`src/rtl/alu_decode.sv`:
```
// Decode/issue stage: turns one LA32R word plus two register reads into the
// one-hot ALU control word and operands, held in a valid/ready register toward EXE.
module alu_decode (
  input  logic        clk,
  input  logic        rst,
  input  logic        flush,
  input  logic        in_valid,
  output logic        in_ready,
  input  logic [31:0] in_pc,
  input  logic [31:0] in_inst,
  output logic [4:0]  rf_raddr1,
  output logic [4:0]  rf_raddr2,
  input  logic [31:0] rf_rdata1,
  input  logic [31:0] rf_rdata2,
  output logic        out_valid,
  input  logic        out_ready,
  output logic [31:0] out_pc,
  output logic [11:0] out_alu_control,
  output logic [31:0] out_alu_rj,
  output logic [31:0] out_alu_rk,
  output logic [4:0]  out_rd,
  output logic        out_we,
  output logic        out_ine
);

  typedef enum logic [2:0] {
    K_ILL, K_3R, K_SH3, K_SHI, K_SIMM, K_ZIMM, K_LUI
  } kind_e;

  localparam logic [11:0] C_ADD  = 12'h800;
  localparam logic [11:0] C_SUB  = 12'h400;
  localparam logic [11:0] C_SLT  = 12'h200;
  localparam logic [11:0] C_SLTU = 12'h100;
  localparam logic [11:0] C_AND  = 12'h080;
  localparam logic [11:0] C_NOR  = 12'h040;
  localparam logic [11:0] C_OR   = 12'h020;
  localparam logic [11:0] C_XOR  = 12'h010;
  localparam logic [11:0] C_SLL  = 12'h008;
  localparam logic [11:0] C_SRL  = 12'h004;
  localparam logic [11:0] C_SRA  = 12'h002;
  localparam logic [11:0] C_LUI  = 12'h001;

  kind_e       kind;
  logic [11:0] ctrl_d;
  logic [31:0] rj_d, rk_d;
  logic        we_d, ine_d, capture, valid_d;

  logic        valid_q;
  logic [31:0] pc_q;
  logic [11:0] ctrl_q;
  logic [31:0] rj_q, rk_q;
  logic [4:0]  rd_q;
  logic        we_q, ine_q;

  assign rf_raddr1 = in_inst[9:5];
  assign rf_raddr2 = in_inst[14:10];
  assign in_ready  = ~valid_q | out_ready;
  assign capture   = in_valid & in_ready & ~flush;

  // Immediate forms reuse the control bit of their 3R counterpart.
  always_comb begin
    kind   = K_ILL;
    ctrl_d = '0;
    case (in_inst[31:15])
      17'h00020: begin kind = K_3R;  ctrl_d = C_ADD;  end
      17'h00022: begin kind = K_3R;  ctrl_d = C_SUB;  end
      17'h00024: begin kind = K_3R;  ctrl_d = C_SLT;  end
      17'h00025: begin kind = K_3R;  ctrl_d = C_SLTU; end
      17'h00028: begin kind = K_3R;  ctrl_d = C_NOR;  end
      17'h00029: begin kind = K_3R;  ctrl_d = C_AND;  end
      17'h0002a: begin kind = K_3R;  ctrl_d = C_OR;   end
      17'h0002b: begin kind = K_3R;  ctrl_d = C_XOR;  end
      17'h0002e: begin kind = K_SH3; ctrl_d = C_SLL;  end
      17'h0002f: begin kind = K_SH3; ctrl_d = C_SRL;  end
      17'h00030: begin kind = K_SH3; ctrl_d = C_SRA;  end
      17'h00081: begin kind = K_SHI; ctrl_d = C_SLL;  end
      17'h00089: begin kind = K_SHI; ctrl_d = C_SRL;  end
      17'h00091: begin kind = K_SHI; ctrl_d = C_SRA;  end
      default: begin
        case (in_inst[31:22])
          10'h008: begin kind = K_SIMM; ctrl_d = C_SLT;  end
          10'h009: begin kind = K_SIMM; ctrl_d = C_SLTU; end
          10'h00a: begin kind = K_SIMM; ctrl_d = C_ADD;  end
          10'h00d: begin kind = K_ZIMM; ctrl_d = C_AND;  end
          10'h00e: begin kind = K_ZIMM; ctrl_d = C_OR;   end
          10'h00f: begin kind = K_ZIMM; ctrl_d = C_XOR;  end
          default: begin
            if (in_inst[31:25] == 7'h0a) begin
              kind   = K_LUI;
              ctrl_d = C_LUI;
            end
          end
        endcase
      end
    endcase
  end

  // The ALU shifts alu_rk by alu_rj[4:0], so shift forms put the amount in rj.
  always_comb begin
    rj_d = '0;
    rk_d = '0;
    case (kind)
      K_3R:   begin rj_d = rf_rdata1; rk_d = rf_rdata2; end
      K_SH3:  begin rj_d = rf_rdata2; rk_d = rf_rdata1; end
      K_SHI:  begin rj_d = {27'b0, in_inst[14:10]}; rk_d = rf_rdata1; end
      K_SIMM: begin rj_d = rf_rdata1; rk_d = {{20{in_inst[21]}}, in_inst[21:10]}; end
      K_ZIMM: begin rj_d = rf_rdata1; rk_d = {20'b0, in_inst[21:10]}; end
      K_LUI:  begin rj_d = '0; rk_d = {in_inst[24:5], 12'b0}; end
      default: ;
    endcase
  end

  assign ine_d   = (kind == K_ILL);
  assign we_d    = ~ine_d & (|in_inst[4:0]);
  assign valid_d = flush ? 1'b0 : (capture ? 1'b1 : (out_ready ? 1'b0 : valid_q));

  always_ff @(posedge clk or posedge rst) begin
    if (rst) begin
      valid_q <= 1'b0;
      pc_q    <= '0;
      ctrl_q  <= '0;
      rj_q    <= '0;
      rk_q    <= '0;
      rd_q    <= '0;
      we_q    <= 1'b0;
      ine_q   <= 1'b0;
    end else begin
      valid_q <= valid_d;
      if (capture) begin
        pc_q   <= in_pc;
        ctrl_q <= ctrl_d;
        rj_q   <= rj_d;
        rk_q   <= rk_d;
        rd_q   <= in_inst[4:0];
        we_q   <= we_d;
        ine_q  <= ine_d;
      end
    end
  end

  assign out_valid       = valid_q;
  assign out_pc          = pc_q;
  assign out_alu_control = ctrl_q;
  assign out_alu_rj      = rj_q;
  assign out_alu_rk      = rk_q;
  assign out_rd          = rd_q;
  assign out_we          = we_q;
  assign out_ine         = ine_q;

endmodule

```
`config.mk`:
```
export PLATFORM = sky130hd
export DESIGN_NAME = alu_decode
export DESIGN_NICKNAME = d
export VERILOG_FILES = /design/src/rtl/alu_decode.sv
export SDC_FILE = /design/constraint.sdc
export NUM_CORES = 1
export LEC_CHECK = 0
export BUFFER_PORTS_ARGS = -buffer_cell sky130_fd_sc_hd__buf_2
export CAP_MARGIN = 40
export CORE_ASPECT_RATIO = 1.75
export CORE_MARGIN = 4
export CORE_UTILIZATION = 47
export DETAILED_ROUTE_END_ITERATION = 16
export GPL_ROUTABILITY_DRIVEN = 0
export PLACE_DENSITY = 0.85
export SLEW_MARGIN = 20
export SYNTH_ARGS = -nofsm -noshare
export SYNTH_HDL_FRONTEND = slang
export SYNTH_SLANG_ARGS = --single-unit
```
`constraint.sdc`:
```
create_clock -name clk -period 3.85 [get_ports clk]
set_clock_uncertainty 0.05 [all_clocks]
set_input_delay 0.1925 -clock clk [delete_from_list [all_inputs] [get_ports clk]]
set_output_delay 0.1925 -clock clk [all_outputs]
set_load 0.05 [all_outputs]
```
# ---- After elaboration in Yosys (flattened, before gate mapping)
# Cells that the tools add are included.
dict set report word_totals {
  reg_bits 116
  in_bits 133
  output_inout_bits 127
  elab_cells 66
}
dict set report classes {
  reduce_logical 13
  eq_ne 27
  bitwise_logic 7
  n_mux 11
}
# op count
set op_table {}
lappend op_table {{equality test 17 x 6 -> 1 bit, second input constant} 11}
lappend op_table {{one-hot mux 32 bit (5 select lines)} 1}
lappend op_table {{one-hot mux 12 bit (11 select lines)} 1}
lappend op_table {{one-hot mux 32 bit (3 select lines)} 1}
lappend op_table {{one-hot mux 12 bit (6 select lines)} 1}
lappend op_table {{equality test 10 x 4 -> 1 bit, second input constant} 6}
lappend op_table {{equality test 17 x 8 -> 1 bit, second input constant} 3}
lappend op_table {{OR reduction 3 bit} 5}
lappend op_table {{equality test 3 bit, second input constant} 3}
lappend op_table {{one-hot mux 3 bit (3 select lines)} 1}
lappend op_table {{OR reduction 2 bit} 4}
lappend op_table {{OR reduction 8 bit} 1}
lappend op_table {{equality test 7 x 4 -> 1 bit, second input constant} 1}
lappend op_table {{equality test 3 x 2 -> 1 bit, second input constant} 2}
lappend op_table {{one-hot mux 3 bit (2 select lines)} 1}
lappend op_table {{OR reduction 5 bit} 1}
lappend op_table {{2-to-1 mux 1 bit} 4}
lappend op_table {{AND 1 bit} 3}
lappend op_table {{equality test 3 x 1 -> 1 bit, second input constant} 1}
lappend op_table {{zero test 3 bit} 1}
lappend op_table {{2-to-1 mux 3 bit} 1}
lappend op_table {{NOT 1 bit} 3}
lappend op_table {{nonzero test 3 bit} 1}
lappend op_table {{OR 1 bit} 1}

# ---- Longest topological paths before layout
# Gate-level depths: netlist (run 1).
dict set report depth {
  depth_word 7
  ltp_mapped 8
  mapped_depth_nobuf 5
}

# ---- Least setup slack after synthesis (run 1)
# OpenSTA, ideal clock, no wires.
dict set report synth_path {
  kind {register to register}
  start {reg valid_q (netlist: out_valid)}
  end {reg ctrl_q[1] (netlist: out_alu_control[1])}
  period_less_slack_ps 2378
  path_stages_with_launch 9
  setup_time_ps 110
  n_path_buf 3
  setup_slack_ps 1472
  arrival_time_ps 2218
  path_cell_list {dfrtp_1 > nor2b_1 > inv_1 > nand3b_1 > clkbuf_1 > clkbuf_1 > clkbuf_1 > nand2_1 > o41ai_1}
}
dict set report synth_via {
  elab_chain_cells 4
}
# element line
set synth_rtl {}
lappend synth_rtl {{start, declared} 48} ;# logic valid_q;
lappend synth_rtl {{start signal, assigned} 128} ;# valid_q <= valid_d;
lappend synth_rtl {{NOT 1 bit} 57} ;# assign in_ready = ~valid_q | out_ready;
lappend synth_rtl {{OR 1 bit} 57}
lappend synth_rtl {{net in_ready} 8} ;# output logic in_ready,
lappend synth_rtl {{AND 1 bit (2 in a row)} 58} ;# assign capture = in_valid & in_ready & ~flush;
lappend synth_rtl {{end signal, assigned} 131} ;# ctrl_q <= ctrl_d;
lappend synth_rtl {{end, declared} 50} ;# logic [11:0] ctrl_q;
# The timed path passes the listed nets, and every way through them passes these cells.
# A chain may end at the register's enable or synchronous reset.

# ---- Worst setup path after layout (run 1)
dict set report layout_path {
  start {in in_inst[27]}
  end {reg rj_q[27] (netlist: out_alu_rj[27])}
}
dict set report layout_via {
  elab_chain_cells 7
}
# element line
set layout_rtl {}
lappend layout_rtl {{start, declared} 10} ;# input logic [31:0] in_inst,
lappend layout_rtl {{equality test 10 x 4 -> 1 bit / equality test 7 x 4 -> 1 bit (equally long branches)} {80, 88}}
lappend layout_rtl {{OR reduction 3 bit (no line) / 2-to-1 mux 3 bit (equally long branches)} --}
lappend layout_rtl {{one-hot mux 3 bit (2 select lines)} 80} ;# case (in_inst[31:22])
lappend layout_rtl {{one-hot mux 3 bit (3 select lines) (*)} 64} ;# case (in_inst[31:15])
lappend layout_rtl {{equality test 3 bit / equality test 3 x 1 -> 1 bit (equally long branches)} 102} ;# case (kind)
lappend layout_rtl {{OR reduction 3 bit (no line)} --}
lappend layout_rtl {{one-hot mux 32 bit (3 select lines) (*)} 102}
lappend layout_rtl {{end signal, assigned} 132} ;# rj_q <= rj_d;
lappend layout_rtl {{end, declared} 51} ;# logic [31:0] rj_q, rk_q;
# Mark *: on every way between the ends. The rest lies on a longest branch, timed or not.

==> impl_metrics.yaml, run 1 <==
cts:
  clock_path_buffers: 2
  cts-htree-levels: 4
  cts_resized: 0
  cts_made_buffers: 17
  holdBufCountCts: 88
  clock_latency_ns: 0.41
  clkTransAtPathRegs_ns: 0.06
  cts-root-buf: "clkbuf_16"
  clock-sinks: 116
  cts_setup_buffers: 0
  cts_tree: "yes"
sta:
  fmax_mhz: 366.4
  fin_crit_sh: 0.7090
  setup_viol: 0
  slew_violations: 0
  hold-worst-slack_ns: 0.01634
  maxSlewHeadroom: 0.4415
  rsz0062_at_grt: "no"
  hold_viol: 0
  worst_pin_slew_ns: 0.8369
  setup-tns-final_ns: 0
  fin_crit_ns: 2.730
setup_path:
  cp_slowest_stage_delay_ns: 0.55
  worstSetupPathType: "input pin to flop"
  worstPathRequired_ns: 4.15
  crit_slowest_cell: "dlygate4sd3_1"
  cp_common_cell: "buf_4"
  critical_path_arrival_ns: 3.03
  path_buf_inv: 4
  crit_path_end_kind: "flop"
  crit_chain: "buf_2 > nor4b_1 > o2111ai_1 > o21ai_0 > buf_4 > and2_1 > buf_4 > o2bb2ai_1 > dlygate4sd3_1"
  crit_family: "buffers and inverters"
  startpoint_type: "input pin"
  crit_fanout: 17
global_route:
  grt_max_degree: 123
  grtUsageTotal: 0.3260
  antenna_found_initial: 2
  grt_pass1_vias: 6808
  grt_overflow: 0
  grt_pass1_wl_um: 36000
hold_path:
  hp-class: "input pin to flop"
synthesis:
  synth-edff-count: 0
  yosys_warnings: 0
  synth-seq-cells: 116
  synth.cell_area_um2: 5720
  synthFlopType: "dfrtp_1"
  syn_inst: 666
  async_reset_ff_frac: 1.000
  seq_area_frac_synth: 0.5074
  syn_avg_cell_area_um2: 8.589
  synth.distinct_cells: 40
  synth_nets: 799
route:
  vias: 6780
  detailedRoute.firstIterationViolations: 482
  drtPass1Iterations: 6
  route.detailed.drc: 0
  routed_wl_um: 23310
  antenna_left: 0
  viasPerCell: 5.932
  wire_per_inst_um: 20.39
floorplanning:
  fp.dieW_um: 91.40
  start_util: 0.4792
  io_pins: 260
  rows: 53
  core_um2: 11940
  die_y_um: 153.9
  dieArea_um2: 14070
finish:
  drive_gt1_frac: 0.3207
  fin_nets: 1124
  multiInputGateArea_um2: 2470
  syn_to_final_growth_pct: 49.69
  n_fill_cell: 820
  final-instance-count-excl-fill: 1143
  seq_area_um2: 2903
power_and_ir_drop:
  p_leak_nw: 4.204
  peakVddDrop_mv: 0.2991
  finalPower_mw: 4.060
  cellPowerDensity_nw_per_um2: 474.2
flow_run:
  cap_violations: 0
placement:
  dp.cells: 1018
  numPortBuffers: 259
  dp.final_hpwl_um: 14330
status:
  run_status: "completed"
[sequential cells by signal, summed over array words and instances (netlist names)]
| name | count |
|---|---|
| out_alu_rk | 32 |
| out_we | 1 |
| out_valid | 1 |
| out_pc | 32 |
| out_alu_control | 12 |
| out_rd | 5 |
| out_ine | 1 |
| out_alu_rj | 32 |
[per-stage QoR]
step                      utilization  setup slack (ns)  instance area [µm²]
after floorplan                     -            0.5351                 5720
after global placement         0.5903             1.252                 7046
after detailed placement       0.5915             1.208                 7061
after CTS                      0.7129             1.127                 8509
after global routing           0.7174            0.8797                 8563
final                          0.7174             1.120                 8563
[routing by layer]
| metal | part of all wire | vias up | global-route usage | routed length, µm |
|---|---|---|---|---|
| met1 | 0.33 | 3195 | 0.3436 | 7679 |
| met5 | 0 | - | 0 | 0 |
| met2 | 0.52 | 480 | 0.5780 | 12090 |
| li1 | - | 2969 | - | - |
| met4 | 0.071 | 0 | 0.2058 | 1652 |
| met3 | 0.081 | 136 | 0.07146 | 1889 |
[worst min-delay path: cells and delay by family]
kind	cells	cell delay, ns
AO/OA/AOI/OAI	2	0.16
buffers and inverters	1	0.09
[layout by cell type, fill, tap and decap left out, types with 2 or more instances in the layout]
master,n
inv_1,13
diode_2,2
inv_6,3
nand3_1,5
buf_12,3
o2bb2ai_1,28
clkinv_2,3
nor3_1,6
o21ai_1,25
or4_4,3
nor2b_1,4
buf_4,12
a221oi_1,24
o41ai_1,2
and2_1,2
clkbuf_16,17
o21ai_0,27
nor4b_1,3
clkinvlp_4,3
dfrtp_1,116
nand2_1,158
nor3_2,2
a22oi_1,2
buf_2,259
clkinv_4,4
a31oi_1,23
a21oi_1,61
nor4_1,2
and3_1,2
nor2_1,80
dlygate4sd3_1,89
[worst paths after layout]
| path | cells after the start | slack (ns) | from | end |
|---|---|---|---|---|
| max | 9 | 1.12 | in_inst[27] | out_alu_rj[27]$_DFFE_PP0P_ |
| min | 3 | 0.02 | rf_rdata2[7] | out_alu_rj[7]$_DFFE_PP0P_ |
| max reg2reg | 6 | 1.28 | out_valid$_DFFE_PP0P_ | out_alu_rj[27]$_DFFE_PP0P_ |
| min reg2reg | 2 | 0.42 | out_alu_control[10]$_DFFE_PP0P_ | out_alu_control[10]$_DFFE_PP0P_ |
| max in group asynchronous | 5 | 2.62 | rst | out_pc[27]$_DFFE_PP0P_ |
| min in group asynchronous | 3 | 0.15 | rst | out_pc[20]$_DFFE_PP0P_ |
[cells by family after synthesis]
family / share of synthesized area
AND/OR/NAND/NOR: 0.2019
buffers and inverters: 0.06496
AO/OA/AOI/OAI: 0.2257
flip-flops: 0.5074
[report_power, final]
group	leakage (nW)	total [mW]	internal [mW]	switching [mW]
sequential	1.46	1.42	1.35	0.0729
clock	0.273	1.52	0.909	0.606
combinational	2.47	1.12	0.301	0.821
[synth_stat cells, drive strengths merged, types with 3 or more instances]
library cell | count | area share
a21oi | 61 | 0.053
a221oi | 24 | 0.037
a31oi | 23 | 0.025
buf | 25 | 0.033
clkbuf | 35 | 0.023
dfrtp | 116 | 0.51
inv | 14 | 0.0092
nand2 | 158 | 0.10
nand3 | 5 | 0.0044
nor2 | 81 | 0.053
nor2b | 4 | 0.0044
nor3 | 8 | 0.0079
nor4b | 3 | 0.0046
o21ai | 52 | 0.045
o2bb2ai | 28 | 0.043
or4 | 3 | 0.0059
[final cells by class]
cell class | count | share of cell area
antenna | 2 | 0.0005845
clock buffer | 18 | 0.05129
clock inverter | 14 | 0.01505
inverter | 14 | 0.006429
multi-input combinational | 476 | 0.2884
sequential | 116 | 0.3390
tap | 137 | 0.02002
timing repair buffer | 366 | 0.2792
No activity file was read; power rests on OpenSTA's default activity.
==> run 2: changes to the inputs <==
- ABC_AREA: not set -> 1
- CORE_UTILIZATION: 47 -> 49
- PLACE_DENSITY: 0.85 -> 0.86
- clock period: 3.85 -> 2.8 ns (I/O delays scaled with it)
==> impl_metrics.yaml, run 2 <==
cts:
  clock_latency_ns: 0.41
  cts_tree: "yes"
  clock-sinks: 116
  cts-root-buf: "clkbuf_16"
  cts_setup_buffers: 0
  cts_resized: 0
  clock_path_buffers: 2
  holdBufCountCts: 75
  cts_made_buffers: 17
  cts-htree-levels: 4
  clkTransAtPathRegs_ns: 0.06
synthesis:
  synthFlopType: "dfrtp_1"
  yosys_warnings: 0
  seq_area_frac_synth: 0.4465
  synth_top_cell_by_area: "dfrtp_1"
  synth_commonest_cells: "nand2_1, dfrtp_1, nor2_1"
  async_reset_ff_frac: 1.000
  synthTopCellsByArea: "dfrtp_1, nand2_1, nand3_1"
  yosysMostFrequentCell: "nand2_1"
  synth.cell_area_um2: 6501
  synth-edff-count: 0
  synth.distinct_cells: 32
  syn_avg_cell_area_um2: 7.036
  synth_top_cell_area_share: 0.4465
  syn_inst: 924
  synth-seq-cells: 116
  synth_nets: 1057
floorplanning:
  io_pins: 260
  die_y_um: 160.4
  core_um2: 12940
  dieArea_um2: 15250
  rows: 55
  fp.dieW_um: 95.07
  start_util: 0.5025
finish:
  seq_area_um2: 2903
  drive_gt1_frac: 0.2818
  syn_to_final_growth_pct: 40.59
  multiInputGateArea_um2: 3082
  final_cell_mix: "nand2_1, buf_2, dfrtp_1, dlygate4sd3_1, nor2_1"
  final_common_cell: "nand2_1"
  n_fill_cell: 959
  fin_nets: 1362
power_and_ir_drop:
  p_seq_frac: 0.355
  p_int_mw: 3.470
  p_switching_mw: 1.692
  switching_share: 0.3278
  p_clk_frac: 0.451
  p_leak_nw: 5.382
  cellPowerDensity_nw_per_um2: 564.8
  p_comb_frac: 0.195
  finalPower_mw: 5.162
  peakVddDrop_mv: 0.3949
sta:
  fin_crit_ns: 2.420
  slew_violations: 0
  setup-tns-final_ns: 0
  worst_pin_slew_ns: 0.7739
  fmax_mhz: 413.2
  fin_crit_sh: 0.8643
  hold_viol: 0
  maxSlewHeadroom: 0.4828
  setup_viol: 0
  worst_slack_ns: 0.3800
  rsz0062_at_grt: "no"
hold_path:
  hold_start: "rf_rdata2[18]"
  hp-class: "input pin to flop"
route:
  antenna_left: 0
  detailedRoute.firstIterationViolations: 661
  routed_wl_um: 26700
  drtPass1Iterations: 4
  route.detailed.drc: 0
  viasPerCell: 5.535
  wire_per_inst_um: 18.88
  vias: 7826
global_route:
  grt_max_degree: 111
  grt_overflow: 0
  grt_pass1_wl_um: 41810
  antenna_found_initial: 1
  grt_pass1_vias: 8071
  grtUsageTotal: 0.3574
setup_path:
  timing.critical_path.from: "in_inst[31]"
  worstPathRequired_ns: 3.04
  cp_common_cell: "nand2_1"
  crit_chain: "buf_2 > inv_2 > nand2_2 > nor2_1 > o21ai_1 > inv_2 > nor2_2 > nand3_4 > nand2_1 > nand2_1 > dlygate4sd3_1 > nand2_1 > nand2_1"
  crit_fanout: 32
  cp_slowest_stage_delay_ns: 0.57
  r2r_start: "out_valid$_DFFE_PP0P_"
  critical_path_arrival_ns: 2.66
  startpoint_type: "input pin"
  crit_path_end_kind: "flop"
  crit_slowest_cell: "dlygate4sd3_1"
  worstSetupPathType: "input pin to flop"
status:
  run_status: "completed"
flow_run:
  cap_violations: 0
placement:
  pre_cts_slack_ns: 0.5690
  dp.final_hpwl_um: 16610
  numPortBuffers: 259
## run 2: logic make-up (layout without fill, tap and decap cells)
kind of cell | Yosys count | count (layout) | share of synthesized area
flops | 116 | 116 | 0.4465
simple gates | 685 | 685 | 0.4519
other cells | 0 | 1 | 0
buf+inv | 99 | 417 | 0.08025
compound gates | 24 | 24 | 0.02136
## run 2: through the flow
step                std cells  utilization  hold WS, ns  instance area [µm²]
finish                   1414       0.7065      0.01365                 9140
global route             1414       0.7065      0.02940                 9140
CTS                      1413       0.7063    0.0001376                 9138
detailed placement       1306       0.6003       0.1730                 7766
global placement         1306       0.6003       0.1706                 7766
floorplan                 924            -       0.1531                 6505
## run 2: critical path, delay by kind of cell
kind            cells  cell delay (ns)
buf+inv             4             0.92
simple gates        8             1.35
compound gates      1             0.21
## run 2: power groups by stage
stage / Sequential, mW / Combinational [mW] / Clock (mW)
after floorplan: 2.19 / 0.247 / 0
after global placement: 1.84 / 0.882 / 0
after detailed placement: 1.85 / 0.894 / 0
after CTS: 1.82 / 0.972 / 2.33
after global routing: 1.84 / 1.06 / 2.42
final: 1.83 / 1.00 / 2.33
## run 2: cell type report
class | count | area share
Antenna cell | 1 | 0.0002738
Clock inverter | 15 | 0.02136
Tap cell | 171 | 0.02341
Sequential cell | 116 | 0.3176
Timing Repair Buffer | 344 | 0.2363
Clock buffer | 17 | 0.04654
Inverter | 41 | 0.01739
Multi-Input combinational cell | 709 | 0.3372
## run 2: routing by layer
| layer | vias to the layer above | routed length [µm] | global-route usage |
|---|---|---|---|
| li1 | 3473 | - | - |
| met1 | 3631 | 8973 | 0.3905 |
| met2 | 539 | 13200 | 0.5907 |
| met3 | 183 | 2067 | 0.06982 |
| met4 | 0 | 2457 | 0.2766 |
| met5 | - | 0 | 0 |
## run 2: final timing paths
path	end	slack, ns	cells after the start
worst max-delay path	out_alu_rj[9]$_DFFE_PP0P_	0.38	13
worst min-delay path	out_alu_rj[18]$_DFFE_PP0P_	0.01	5
worst max register to register	out_rd[3]$_DFFE_PP0P_	0.57	6
worst min register to register	out_pc[8]$_DFFE_PP0P_	0.42	2
max in group asynchronous	out_alu_control[2]$_DFFE_PP0P_	1.68	4
min in group asynchronous	out_rd[1]$_DFFE_PP0P_	0.34	3
